===== src/rtl/vsm_stream.sv =====
// Streaming vector-scalar multiply-accumulate: SIZE lane products per beat are accumulated,
// and the result is emitted on a held, handshaked output register when in_last is accepted.
module vsm_stream #(
   parameter int SIZE   = 4,
   parameter int IN_W   = 8,
   parameter int ACC_W  = 20,
   parameter int SIGNED = 0,
   parameter int SAT    = 1
) (
   input  logic                  clk,
   input  logic                  reset,
   input  logic                  clear,
   input  logic                  in_valid,
   output logic                  in_ready,
   input  logic                  in_last,
   input  logic [SIZE*IN_W-1:0]  a,
   input  logic [IN_W-1:0]       b,
   output logic                  out_valid,
   input  logic                  out_ready,
   output logic [SIZE*ACC_W-1:0] out,
   output logic                  out_ovf
);

   logic [SIZE-1:0][ACC_W-1:0] r_acc;
   logic [SIZE-1:0][ACC_W-1:0] r_out;
   logic                       r_out_valid;
   logic                       r_out_ovf;
   logic                       r_sticky;

   logic [SIZE-1:0][ACC_W-1:0] w_sum;
   logic [SIZE-1:0]            w_lane_ovf;
   logic [2*IN_W-1:0]          w_ax   [SIZE];
   logic [2*IN_W-1:0]          w_bx   [SIZE];
   logic [2*IN_W-1:0]          w_prod [SIZE];
   logic [ACC_W+2*IN_W-1:0]    w_pwide[SIZE];
   logic [ACC_W:0]             w_s    [SIZE];
   logic                       w_fire;
   logic                       w_any_ovf;

   // Packed index j matches the bit position of lane (SIZE-1-j) in both a and out.
   always_comb begin
      for (int j = 0; j < SIZE; j++) begin
         w_ax[j]    = {{IN_W{(SIGNED != 0) & a[j*IN_W+IN_W-1]}}, a[j*IN_W +: IN_W]};
         w_bx[j]    = {{IN_W{(SIGNED != 0) & b[IN_W-1]}}, b};
         w_prod[j]  = w_ax[j] * w_bx[j];
         w_pwide[j] = {{ACC_W{(SIGNED != 0) & w_prod[j][2*IN_W-1]}}, w_prod[j]};
         w_s[j]     = {(SIGNED != 0) & r_acc[j][ACC_W-1], r_acc[j]}
                    + {(SIGNED != 0) & w_pwide[j][ACC_W-1], w_pwide[j][ACC_W-1:0]};
         if (SIGNED != 0) begin
            w_lane_ovf[j] = w_s[j][ACC_W] ^ w_s[j][ACC_W-1];
         end else begin
            w_lane_ovf[j] = w_s[j][ACC_W];
         end
         w_sum[j] = w_s[j][ACC_W-1:0];
         if ((SAT != 0) && w_lane_ovf[j]) begin
            if (SIGNED != 0) begin
               // Bit ACC_W carries the true sign of the out-of-range result.
               w_sum[j] = {w_s[j][ACC_W], {(ACC_W-1){~w_s[j][ACC_W]}}};
            end else begin
               w_sum[j] = {ACC_W{1'b1}};
            end
         end
      end
   end

   assign w_any_ovf = |w_lane_ovf;
   assign in_ready  = reset & ~clear & (~r_out_valid | out_ready);
   assign w_fire    = in_valid & in_ready;

   always_ff @(posedge clk or negedge reset) begin
      if (!reset) begin
         r_acc       <= '0;
         r_out       <= '0;
         r_out_valid <= 1'b0;
         r_out_ovf   <= 1'b0;
         r_sticky    <= 1'b0;
      end else begin
         if (clear) begin
            r_acc    <= '0;
            r_sticky <= 1'b0;
         end else if (w_fire) begin
            if (in_last) begin
               r_acc     <= '0;
               r_sticky  <= 1'b0;
               r_out     <= w_sum;
               r_out_ovf <= r_sticky | w_any_ovf;
            end else begin
               r_acc    <= w_sum;
               r_sticky <= r_sticky | w_any_ovf;
            end
         end
         if (w_fire && in_last) begin
            r_out_valid <= 1'b1;
         end else if (out_ready) begin
            r_out_valid <= 1'b0;
         end
      end
   end

   assign out       = r_out;
   assign out_valid = r_out_valid;
   assign out_ovf   = r_out_ovf;

endmodule


===== config.mk =====
export PLATFORM = sky130hd
export DESIGN_NAME = vsm_stream
export DESIGN_NICKNAME = d
export VERILOG_FILES = /design/src/rtl/vsm_stream.sv
export SDC_FILE = /design/constraint.sdc
export NUM_CORES = 1
export LEC_CHECK = 0
export ABC_AREA = 1
export CAP_MARGIN = 20
export CELL_PAD_IN_SITES_DETAIL_PLACEMENT = 1
export CELL_PAD_IN_SITES_GLOBAL_PLACEMENT = 2
export CORE_ASPECT_RATIO = 1.1
export CORE_MARGIN = 3
export CORE_UTILIZATION = 36
export DETAILED_ROUTE_END_ITERATION = 7
export HOLD_SLACK_MARGIN = 0.02
export PLACE_DENSITY_LB_ADDON = 0.1
export SLEW_MARGIN = 20
export SYNTH_ARGS = -nofsm -noshare
export SYNTH_HDL_FRONTEND = slang
export SYNTH_SLANG_ARGS = --single-unit

===== constraint.sdc =====
create_clock -name clk -period 5.15 [get_ports clk]
set_input_delay 1.03 -clock clk [delete_from_list [all_inputs] [get_ports clk]]
set_output_delay 1.03 -clock clk [all_outputs]
set_load 0.01 [all_outputs]

# Yosys cells after proc, flatten, opt, wreduce, memory -nomap -nowiden
# Cells that the tools add are included.
[classes]
n_addsub = 4
n_mul = 4
mux = 12
bitwise = 7
reduce_logical = 5
[ops]
columns = ["operator", "count"]
rows = [
  ["$mux 80", 3],
  ["$add 20x16->21", 4],
  ["$mux 20", 4],
  ["$mul 8x8->16", 4],
  ["$mux 1", 5],
  ["$reduce_bool 2->1", 2],
  ["$reduce_or 4->1", 1],
  ["$and 1x1->1", 3],
  ["$reduce_and 3->1", 1],
  ["$not 1->1", 2],
  ["$or 1x1->1", 2],
  ["$logic_and 1x1->1", 1],
]
[word_totals]
register_bits = 163
inputBits = 46
output_inout_bits = 83
wordCells = 43

# Longest topological paths before layout
[logic_depth]
ltp_word = 7
mapped_depth = 25
mapped_depth_nobuf = 23

# Worst setup path before layout
# No wires, ideal clock.
[synth_timing]
path_type = "input-to-reg"
from = "in b[2]"
to = "reg r_out (netlist bit out[10])"
arrival_ps = 4775
t_required_ps = 5033
path_slack_ps = 259
path_stages = 20
cell_sequence = "clkbuf_1 -> nand2_1 -> fa_1 -> inv_1 -> fa_1 -> fa_1 -> inv_1 -> fa_1 -> inv_1 -> ha_1 -> nand2_1 -> nand2_1 -> a21oi_2 -> nand3_2 -> nand2_1 -> nand2_2 -> buf_6 -> or2_1 -> nand2_1 -> nand2_1"
[synth_via]
elab_chain_len = 3
[synth_rtl]
columns = ["element", "line_no", "text"]
rows = [
  ["start: declaration", "17", "input logic [IN_W-1:0] b,"],
  ["$mul 8x8->16", "45", "w_prod[j] = w_ax[j] * w_bx[j];"],
  ["$add 20x16->21", "48", "+ {(SIGNED != 0) & w_pwide[j][ACC_W-1], w_pwide[j][ACC_W-1:0]};"],
  ["$mux 20", "55", "if ((SAT != 0) && w_lane_ovf[j]) begin"],
  ["end signal: assignment", "85", "r_out <= w_sum;"],
  ["end: declaration", "25", "logic [SIZE-1:0][ACC_W-1:0] r_out;"],
]
# Every way passes these cells.
# A chain may end at the register's enable or synchronous reset.

# Worst setup path in the final report
[layout_timing]
from = "in a[14]"
to = "reg r_out (netlist bit out[31])"
[layout_via]
elab_chain_len = 3
[layout_rtl]
columns = ["element", "line_no", "text"]
rows = [
  ["start: declaration", "16", "input logic [SIZE*IN_W-1:0] a,"],
  ["$mul 8x8->16", "45", ""],
  ["$add 20x16->21", "48", ""],
  ["$mux 20", "55", ""],
]
# Every way passes these cells.

==> flow_metrics.tcl <==
set metrics [dict create \
    cts_sinks 163 \
    drv_cap 0 \
    rrSetupSlack_ns 0.97 \
    regToRegEndpoint "r_acc[69]" \
    synthesis.nets 2929 \
    cts-htree-levels 4 \
    syn_inst 2519 \
    detail_route.wl_per_cell_um 17.0 \
    crit_type "in -> reg" \
    async_flop_share_pct 100 \
    mostFrequentLayoutCell "nand2_1" \
    clk_latency_ns 0.50 \
    grt_pass1_wl_um 96500 \
    ant_nets 0 \
    dieArea_um2 53700 \
    slowest_stage "fa_2" \
    timing.rr.start "r_acc[66]" \
    final_nets 3265 \
    clkTransAtPathRegs_ns 0.07 \
    ys_types 36 \
    grt_max_degree 94 \
    cpMostUsedCell "inv_1" \
    synth-edff-count 0 \
    required_ns 5.57 \
    path_depth 22 \
    fillers 6241 \
    p_clk_share_pct 11.9 \
    grt_setup_unrepaired "yes" \
    cp-end-kind "flip-flop" \
    numPortBuffers 128 \
    swShare_pct 46.4 \
    status "finished, final reports clean" \
    critPathMaxStageDelay_ns 0.59 \
    clock_skew_ns 0.0196 \
    globalplace.congestion 0.855 \
    ys_ff_latch 163 \
    relSlewSlack_pct 46.7 \
    ys_seq_area_share_pct 22.2 \
    dp_hpwl_um 46500 \
    via_count 16517 \
    ys.flop_type "dfrtp_1" \
    viasPerCell 4.68 \
    rows 86 \
    layout-drive-gt1-share_pct 13.9 \
    ios 129 \
    crit_family "adder cells" \
    die_w_um 221 \
    total_power_uw 12100 \
    grt_usage_pct 22.8 \
    cts-root-buf "clkbuf_16" \
    clock.fmax_ghz 0.198 \
    ir_worst_vdd_mv 0.277 \
    yosysWarnings 0 \
    synth_area_per_cell_um2 7.28 \
    drtIter0Drc 555 \
    clk_path_buf_depth 2 \
    drc_errors 0 \
    worstPathMaxFanout 6 \
    final_cell_mix "nand2_1 (784), inv_1 (651), buf_4 (252)" \
    wl_um 60100 \
    start_util_pct 36.5 \
    hold_class "in -> async" \
    period_minus_slack_ns 5.05 \
    area_growth_pct 28.0 \
    power.internal_uw 6490 \
    firstDrtPassIters 5 \
    overflow 0 \
    antenna_found_initial 1 \
    die_y_um 243 \
    p_leak_uw 0.0140 \
    setup_viol 0 \
    cts_tree "built" \
    power_density_nw_per_um2 516 \
    pwr-share-seq_pct 14.5 \
    final_max_slew_viol_count 0 \
    syn_area_um2 18300 \
    startpoint_type "input pin" \
    worstPathCellList "clkdlybuf4s50_1 > buf_6 > nand2_1 > fa_2 > inv_1 > fa_2 > fa_1 > inv_1 > fa_1 > inv_1 > ha_4 > nand2_1 > nor2_2 > inv_1 > nor2_1 > nand3_1 > nand3_4 > buf_12 > clkbuf_16 > nor2_1 > buf_4 > o21ai_1" \
    switching_power_uw 5610 \
    tightest_slew_ns 0.800 \
    worstPathArrival_ns 5.47 \
    pwr-share-comb_pct 73.6 \
    cts_made_buffers 17 \
    final.setup.tns_ns 0 \
    final_hold_viol_count 0 \
    grt_pass1_vias 18530 \
    core_area_um2 50300 \
    fin_crit_sh_pct 98.1 \
    worst-path-buf-inv 9 \
    reg2reg_depth 17 \
]
cell usage after synthesis (4+ instances only):
library cell,instances,area [um2]
fa_1,200,4000
o21ai_1,31,155
clkbuf_1,54,203
buf_6,5,56.3
inv_1,653,2450
xor2_1,22,193
nor2_1,96,360
o22ai_1,21,131
ha_1,164,2050
nand3_1,85,425
or2_2,10,62.6
nor2_2,6,37.5
clkbuf_2,22,110
buf_2,11,55.1
nand2_1,797,2990
nand2_2,4,25.0
nor3_1,5,25.0
and2_1,5,31.3
a21oi_1,53,265
o21ai_0,84,420
dfrtp_1,163,4080
what timing repair did:
item	CTS	global route
endpoints found under the setup margin	30	162
hold endpoints to repair	0	0
pin swaps	1	16
hold buffers	0	0
setup buffers	4	6
gates cloned	2	6
gates resized for setup	10	100
logic make-up after synthesis:
| logic type | Yosys count | synth area share [%] |
|---|---|---|
| AND/OR/NAND/NOR | 1022 | 22.2 |
| buffers and inverters | 750 | 15.8 |
| adder cells (fa/ha/maj) | 364 | 33.0 |
| AO/OA/AOI/OAI | 197 | 5.64 |
| flip-flops | 163 | 22.2 |
| XOR/XNOR | 23 | 1.10 |
metal layers:
layer	vias up	wire (um)	track usage [%]
met5	-	0	0
met4	0	1340	7.14
met3	58	1600	3.51
met2	196	30700	41.0
met1	8244	26500	28.0
li1	8019	-	-
per-stage QoR:
stage	worst slack (ns)	hold WS [ns]	cell area, um2	cells	util, %
floorplan	0.259	0.449	18300	2519	-
global placement	-0.555	0.461	22200	3478	44.2
detailed placement	-0.625	0.470	22200	3478	44.2
CTS	0.00719	0.422	23000	3514	45.7
global route	-0.0738	0.438	23500	3527	46.7
finish	0.100	0.442	23500	3528	46.7
worst max-delay path by stage:
stage | startpoint | slack (ns) | endpoint
after CTS | b[2] | 0.007 | r_sticky
after floorplan | b[2] | 0.26 | out[10]
after global placement | b[0] | -0.55 | out[12]
after global routing | a[14] | -0.07 | r_acc[31]
final | a[14] | 0.10 | out[31]
after detailed placement | b[0] | -0.62 | out[12]
sequential cells by signal, summed over array words and instances, names as in the netlist:
| register | cells |
|---|---|
| out_valid | 1 |
| out_ovf | 1 |
| r_sticky | 1 |
| out | 80 |
| r_acc | 80 |
power by group through the flow:
stage / registers, uW / logic, uW / clock network (uW)
2_1_floorplan: 1820 / 4490 / 0
3_3_place_gp: 1760 / 8430 / 0
3_5_place_dp: 1770 / 8590 / 0
4_1_cts: 1760 / 8750 / 1480
5_1_grt: 1790 / 10100 / 1530
6_report: 1750 / 8910 / 1440
cell type report:
class                           count  area (um2)  share of cell area (%)
Multi-Input combinational cell   1607       11600                    49.6
Antenna cell                        2        5.00                  0.0213
Sequential cell                   163        4080                    17.4
Inverter                          655        2460                    10.5
Timing Repair Buffer              411        3840                    16.3
Tap cell                          660         826                    3.52
Clock inverter                     10         158                   0.672
Clock buffer                       20         457                    1.95
worst reg2reg max path, cell delays in order, from the launching register on:
cell	delay, ns
dfrtp_1	0.33
inv_1	0.07
fa_1	0.56
inv_1	0.06
fa_1	0.50
inv_1	0.05
fa_1	0.50
fa_1	0.51
inv_1	0.05
ha_1	0.28
buf_4	0.16
a21oi_1	0.15
nand2_1	0.13
nand2_1	0.09
nand2_1	0.11
xor2_1	0.16
nor2_1	0.20
o22ai_1	0.09
Note: power is estimated with default switching activity, not from simulation.
